--- config.mk ---
export PLATFORM = sky130hd
export DESIGN_NAME = histogram_readout
export DESIGN_NICKNAME = d
export VERILOG_FILES = /design/src/rtl/histogram_pkg.sv /design/src/rtl/histogram_lane_mux.sv /design/src/rtl/histogram_readout.sv
export SDC_FILE = /design/constraint.sdc
export NUM_CORES = 1
export LEC_CHECK = 0
export CAP_MARGIN = 0
export CORE_MARGIN = 2
export CORE_UTILIZATION = 42
export DETAILED_ROUTE_END_ITERATION = 16
export PLACE_DENSITY = 0.81
export SYNTH_ARGS = -nofsm -noshare
export SYNTH_HDL_FRONTEND = slang
export SYNTH_HIERARCHICAL = 1
export SYNTH_SLANG_ARGS = --single-unit
export TNS_END_PERCENT = 30
--- constraint.sdc ---
create_clock -name clock -period 2 [get_ports clock]
set_clock_uncertainty 0.2 [all_clocks]
set_input_delay 0.3 -clock clock [delete_from_list [all_inputs] [get_ports clock]]
set_output_delay 0.3 -clock clock [all_outputs]
set_load 0.005 [all_outputs]
--- src/rtl/histogram_pkg.sv ---
// Shared constants, state encoding and index helper for the histogram readout.
// Build option: HISTOGRAM_CLEAR_ON_READ_EN adds the CLEAR state (clear-on-read).
package histogram_pkg;

    localparam int BIN_W   = 32;
    localparam int WORD_W  = 128;
    localparam int LANES   = 4;
    localparam int LANE_W  = 2;
    localparam int INDEX_W = 8;
    localparam int ADDR_W  = 16;

    typedef enum logic [2:0] {
        IDLE    = 3'd0,
        RD_ADDR = 3'd1,
        RD_WAIT = 3'd2,
        EMIT    = 3'd3,
`ifdef HISTOGRAM_CLEAR_ON_READ_EN
        CLEAR   = 3'd4,
`endif
        FIN     = 3'd5
    } state_t;

    // Bin number of a lane within a scratch word: word*LANES + lane.
    function automatic logic [INDEX_W-1:0] bin_index(input logic [INDEX_W-1:0] word,
                                                      input logic [LANE_W-1:0]  lane);
        return INDEX_W'(word << LANE_W) | INDEX_W'(lane);
    endfunction

endpackage

--- src/rtl/histogram_lane_mux.sv ---
// Selects one 32-bit bin count out of a 128-bit scratch word.
// Lane 0 is the most significant slice, lane 3 the least significant.
module histogram_lane_mux
    import histogram_pkg::*;
(
    input  logic [WORD_W-1:0] hold,
    input  logic [LANE_W-1:0] lane,
    output logic [BIN_W-1:0]  count
);

    // Fixed MSB-first lane order.
    always_comb begin
        count = '0;
        case (lane)
            2'd0:    count = hold[WORD_W-1          -: BIN_W];
            2'd1:    count = hold[WORD_W-1-BIN_W    -: BIN_W];
            2'd2:    count = hold[WORD_W-1-2*BIN_W  -: BIN_W];
            default: count = hold[WORD_W-1-3*BIN_W  -: BIN_W];
        endcase
    end

endmodule

--- src/rtl/histogram_readout.sv ---
// Histogram readout: walks NUM_WORDS scratch words, streams 4 bins per word
// over a valid/ready port and, when built with HISTOGRAM_CLEAR_ON_READ_EN,
// zeroes each word after its last bin has been accepted.
//
// state   | meaning
// --------+--------------------------------------------------------------
// IDLE    | waiting for start
// RD_ADDR | scratch address = ADDR_BASE + word, read issued
// RD_WAIT | read data arrives, captured into the holding register
// EMIT    | present bin (word, lane) until accepted; 4 transfers per word
// CLEAR   | single write of 0 to the same word (clear-on-read build only)
// FIN     | one-cycle done pulse, then back to IDLE
module histogram_readout #(
    parameter int NUM_WORDS = 64,
    parameter int ADDR_BASE = 0
) (
    input  logic         clock,
    input  logic         reset,
    input  logic         start,
    output logic         busy,
    output logic         done,
    output logic [15:0]  scratch_memory_address_pointer,
    input  logic [127:0] scratch_memory_rdata,
    output logic         scratch_memory_write_enable,
    output logic [127:0] scratch_memory_wdata,
    output logic         out_valid,
    input  logic         out_ready,
    output logic [7:0]   out_bin_index,
    output logic [31:0]  out_bin_count,
    output logic         out_last
);
    import histogram_pkg::*;

    localparam int WORD_CNT_W = (NUM_WORDS > 1) ? $clog2(NUM_WORDS) : 1;
    localparam logic [WORD_CNT_W-1:0] LAST_WORD = WORD_CNT_W'(NUM_WORDS - 1);
    localparam logic [LANE_W-1:0]     LAST_LANE = LANE_W'(LANES - 1);

    state_t                  state_q, state_d;
    logic [WORD_CNT_W-1:0]   word_q,  word_d;
    logic [LANE_W-1:0]       lane_q,  lane_d;
    logic [WORD_W-1:0]       hold_q,  hold_d;

    logic                    emit;
    logic                    xfer;
    logic                    last_lane;
    logic                    last_word;
    logic                    advance;
    logic [ADDR_W-1:0]       word_addr;
    logic [BIN_W-1:0]        lane_count;

    assign emit      = (state_q == EMIT);
    assign xfer      = emit && out_ready;
    assign last_lane = (lane_q == LAST_LANE);
    assign last_word = (word_q == LAST_WORD);
    assign word_addr = ADDR_W'(ADDR_BASE) + ADDR_W'(word_q);

    histogram_lane_mux u_lane_mux (
        .hold  (hold_q),
        .lane  (lane_q),
        .count (lane_count)
    );

    // State, counters and holding register; synchronous reset.
    always_ff @(posedge clock) begin
        if (reset) begin
            state_q <= IDLE;
            word_q  <= '0;
            lane_q  <= '0;
            hold_q  <= '0;
        end else begin
            state_q <= state_d;
            word_q  <= word_d;
            lane_q  <= lane_d;
            hold_q  <= hold_d;
        end
    end

    // Next-state logic; the next-word decision is shared by EMIT (no clear)
    // and CLEAR (clear-on-read) through the advance strobe.
    always_comb begin
        state_d = state_q;
        word_d  = word_q;
        lane_d  = lane_q;
        hold_d  = hold_q;
        advance = 1'b0;
        case (state_q)
            IDLE: begin
                if (start) begin
                    state_d = RD_ADDR;
                    word_d  = '0;
                end
            end
            RD_ADDR: state_d = RD_WAIT;
            RD_WAIT: begin
                hold_d  = scratch_memory_rdata;
                lane_d  = '0;
                state_d = EMIT;
            end
            EMIT: begin
                if (xfer) begin
                    lane_d = lane_q + LANE_W'(1);
                    if (last_lane) begin
`ifdef HISTOGRAM_CLEAR_ON_READ_EN
                        state_d = CLEAR;
`else
                        advance = 1'b1;
`endif
                    end
                end
            end
`ifdef HISTOGRAM_CLEAR_ON_READ_EN
            CLEAR: advance = 1'b1;
`endif
            FIN:     state_d = IDLE;
            default: state_d = IDLE;
        endcase

        if (advance) begin
            if (last_word) begin
                state_d = FIN;
            end else begin
                word_d  = word_q + WORD_CNT_W'(1);
                state_d = RD_ADDR;
            end
        end
    end

    // Outputs decoded from the registered state; idle values are all zero.
    always_comb begin
        busy                           = (state_q != IDLE);
        done                           = (state_q == FIN);
        out_valid                      = emit;
        out_bin_index                  = '0;
        out_bin_count                  = '0;
        out_last                       = 1'b0;
        scratch_memory_address_pointer = '0;
        scratch_memory_write_enable    = 1'b0;
        scratch_memory_wdata           = '0;

        if (emit) begin
            out_bin_index = bin_index(INDEX_W'(word_q), lane_q);
            out_bin_count = lane_count;
            out_last      = last_word && last_lane;
        end

        if (state_q == RD_ADDR) begin
            scratch_memory_address_pointer = word_addr;
        end

`ifdef HISTOGRAM_CLEAR_ON_READ_EN
        // A reset landing on the CLEAR cycle must not let the write through.
        if (state_q == CLEAR) begin
            scratch_memory_address_pointer = word_addr;
            scratch_memory_write_enable    = !reset;
        end
`endif
    end

endmodule

==> impl_metrics.yaml <==
flow_run:
  cap_violations: 0
route:
  drtIter0Drc: 338
  via_per_inst: 4.732
  num_vias: 6109
  drtAntennaViolNets: 0
  wl_per_cell_um: 15.01
  wl_um: 19380
  drtPass1Iterations: 4
  drc: 0
timing:
  finalHoldViolations: 0
  min_period_ns: 2.440
  slew_headroom: 0.6023
  finalSetupTns_ns: -11.18
  setup_slack_ns: -0.4398
  rsz0062_at_grt: "true"
  max_freq_ghz: 0.4099
  tightest_slew_ns: 0.5965
  drv_slew: 0
  fin_crit_sh: 1.220
  finalSetupViolCount: 38
logic_synthesis:
  synth_edf_count: 0
  synthArstFlopShare: 0
  synthCells: 858
  yosysSeqAreaShare: 0.3904
  avgSynthCellArea_um2: 8.306
  ys_ff_latch: 139
  yosys_warnings: 6
  synthesis.area_um2: 7127
  synthFlopType: "dfxtp_1"
  synth_cell_types: 39
worst_setup_path:
  worst_path_max_delay_cell: "mux4_2"
  start_kind: "register"
  cp.arrival_ns: 1.94
  end_kind: "output pin"
  crit_path_frequent_cell: "buf_12"
  path_class: "register to output pin"
  worstPathCellList: "buf_12 > buf_12 > buf_4 > buf_6 > mux4_2 > and2_1 > buf_2"
  required_ns: 1.50
  max_stage_delay_ns: 0.47
  path_max_fanout: 6
floorplanning:
  core_um2: 16580
  die_area_um2: 18030
  num_io_pins: 321
  fp.dieW_um: 134.3
  initial_core_util: 0.4298
  die_h_um: 134.3
  core.rowCount: 47
grt:
  first_global_vias: 5597
  grt_use_total: 0.2078
  grt_start_max_net_pins: 73
  grt_antenna_before_repair: 1
  gr-total-overflow: 0
  grt_pass1_wl_um: 29290
status:
  status: "complete, but fails checks"
  violations: "setup timing"
final_layout:
  nNetsFinal: 1191
  drive_above_1_share: 0.1991
  mostFrequentLayoutCells: "nand2_1 (262), conb_1 (139), a21oi_1 (135), dfxtp_1 (133), clkdlybuf4s50_1 (130)"
  area_growth_syn_to_layout_pct: 36.15
  stdcell_count: 1291
  final_core_util: 0.5851
  finalInstanceArea_um2: 9703
  mostFrequentLayoutCell: "nand2_1"
clocking:
  cts_buffers: 17
  clk_pin_slew_worst_paths_ns: 0.06
  tritoncts: "yes"
  clock_sinks: 139
  htree_levels: 4
  cts_root_buf: "clkbuf_16"
  clock_latency_ns: 0.41
  cts_buffer_depth: 2
place:
  place_hpwl_um: 12860
  place_congestion: 0.8034
  io_buffers: 181
  dp.cells: 1229
  postPlaceCellArea_um2: 8755
pwr:
  p_total_mw: 7.051
  power_switching_mw: 1.759
  vdd_drop_max_uv: 662.8
  internal-power_mw: 5.291
  power_density_nw_per_um2: 726.6
  clkPwrFrac: 0.446
  p_comb_frac: 0.130
  p_seq_frac: 0.424
  switching_share: 0.2495
  cellLeakagePower_nw: 3.862
hold_path:
  min_path_type: "primary input to register"
-- cell families after synthesis --
family                     Yosys count  share of synthesized area
and+or+nand+nor                    338                     0.2040
buffers and inverters              200                     0.1912
AOI/OAI and AO/OA                  145                     0.1069
DFF                                139                     0.3904
muxes                               32                     0.1022
adders and majority gates            2                   0.003511
other                                1                  0.0005262
xor gates and xnor gates             1                   0.001229
-- path summary, 6_finish.rpt --
check	start	to	slack [ns]	cells past startpoint
worst max register to register	lane_q[0]	word_q[4]	0.05	9
worst max-delay path	lane_q[0]	out_bin_count[10]	-0.44	7
worst min register to register	hold_q[51]	hold_q[51]	0.25	2
worst min-delay path	reset	hold_q[113]	0.11	2
-- sequential cells by signal, summed over array words and instances, names as in the netlist --
signal   cells
hold_q     128
word_q       6
state_q      3
lane_q       2
-- metal layers --
metal  share of wire  up-vias  track usage  wire, um
li1                -     2947            -         -
met5               0        -            0         0
met3           0.069       21      0.05858      1330
met4           0.018        0      0.06316       346
met2            0.51      247       0.3546      9848
met1            0.41     2894       0.2550      7853
-- power groups by stage --
stage                     clock, mW  combinational, mW  sequential, mW
after CTS                      3.21              0.908            2.99
after global placement            0              0.853            3.04
after detailed placement          0              0.866            3.05
after global routing           3.34               1.01            3.00
after floorplan                   0              0.663            3.02
final                          3.15              0.916            2.99
-- per-stage QoR --
stage          worst slack, ns  hold WS, ns
3_3_place_gp           -0.2196       0.2367
2_1_floorplan           0.2154       0.2315
6_report               -0.4398       0.1092
5_1_grt                -0.5011       0.1039
3_5_place_dp           -0.2298       0.2451
4_1_cts                -0.5411      0.08176
-- area by class of cell --
cell class | count | area, um^2
diodes | 1 | 2.502
clock buffers | 19 | 452.9
clock inverters | 13 | 136.4
fillers | 1469 | 6880
inverters | 2 | 7.507
multi-input cells | 657 | 3618
flip-flops and latches | 139 | 2793
well taps | 220 | 275.3
repair buffers | 240 | 2417
-- repair_timing --
action                     CTS  global route
resized for setup          172            62
pin swaps                    8            11
hold buffers                 0             0
setup buffers               19            11
gates cloned                 3             0
setup endpoints to repair   50            52
-- critical path, delay by kind of cell, from the launching register on --
family,cells,cell delay (ns)
buffers and inverters,5,0.54
multiplexers,1,0.47
flip-flops,1,0.38
AND/OR/NAND/NOR,1,0.14
-- synthesized netlist by cell type, types with 3 or more instances --
master | n | area share
and3_1 | 4 | 0.0035
clkbuf_1 | 31 | 0.016
buf_2 | 18 | 0.013
buf_1 | 4 | 0.0021
nor3_1 | 3 | 0.0021
buf_12 | 3 | 0.0084
nor4_1 | 3 | 0.0026
dfxtp_1 | 139 | 0.39
nor2_1 | 5 | 0.0026
nand3b_1 | 3 | 0.0032
a21oi_1 | 136 | 0.096
and2_1 | 45 | 0.040
buf_4 | 140 | 0.15
nand2_1 | 263 | 0.14
nand3_1 | 4 | 0.0028
mux4_2 | 30 | 0.095
(Power assumes the default switching activity.)
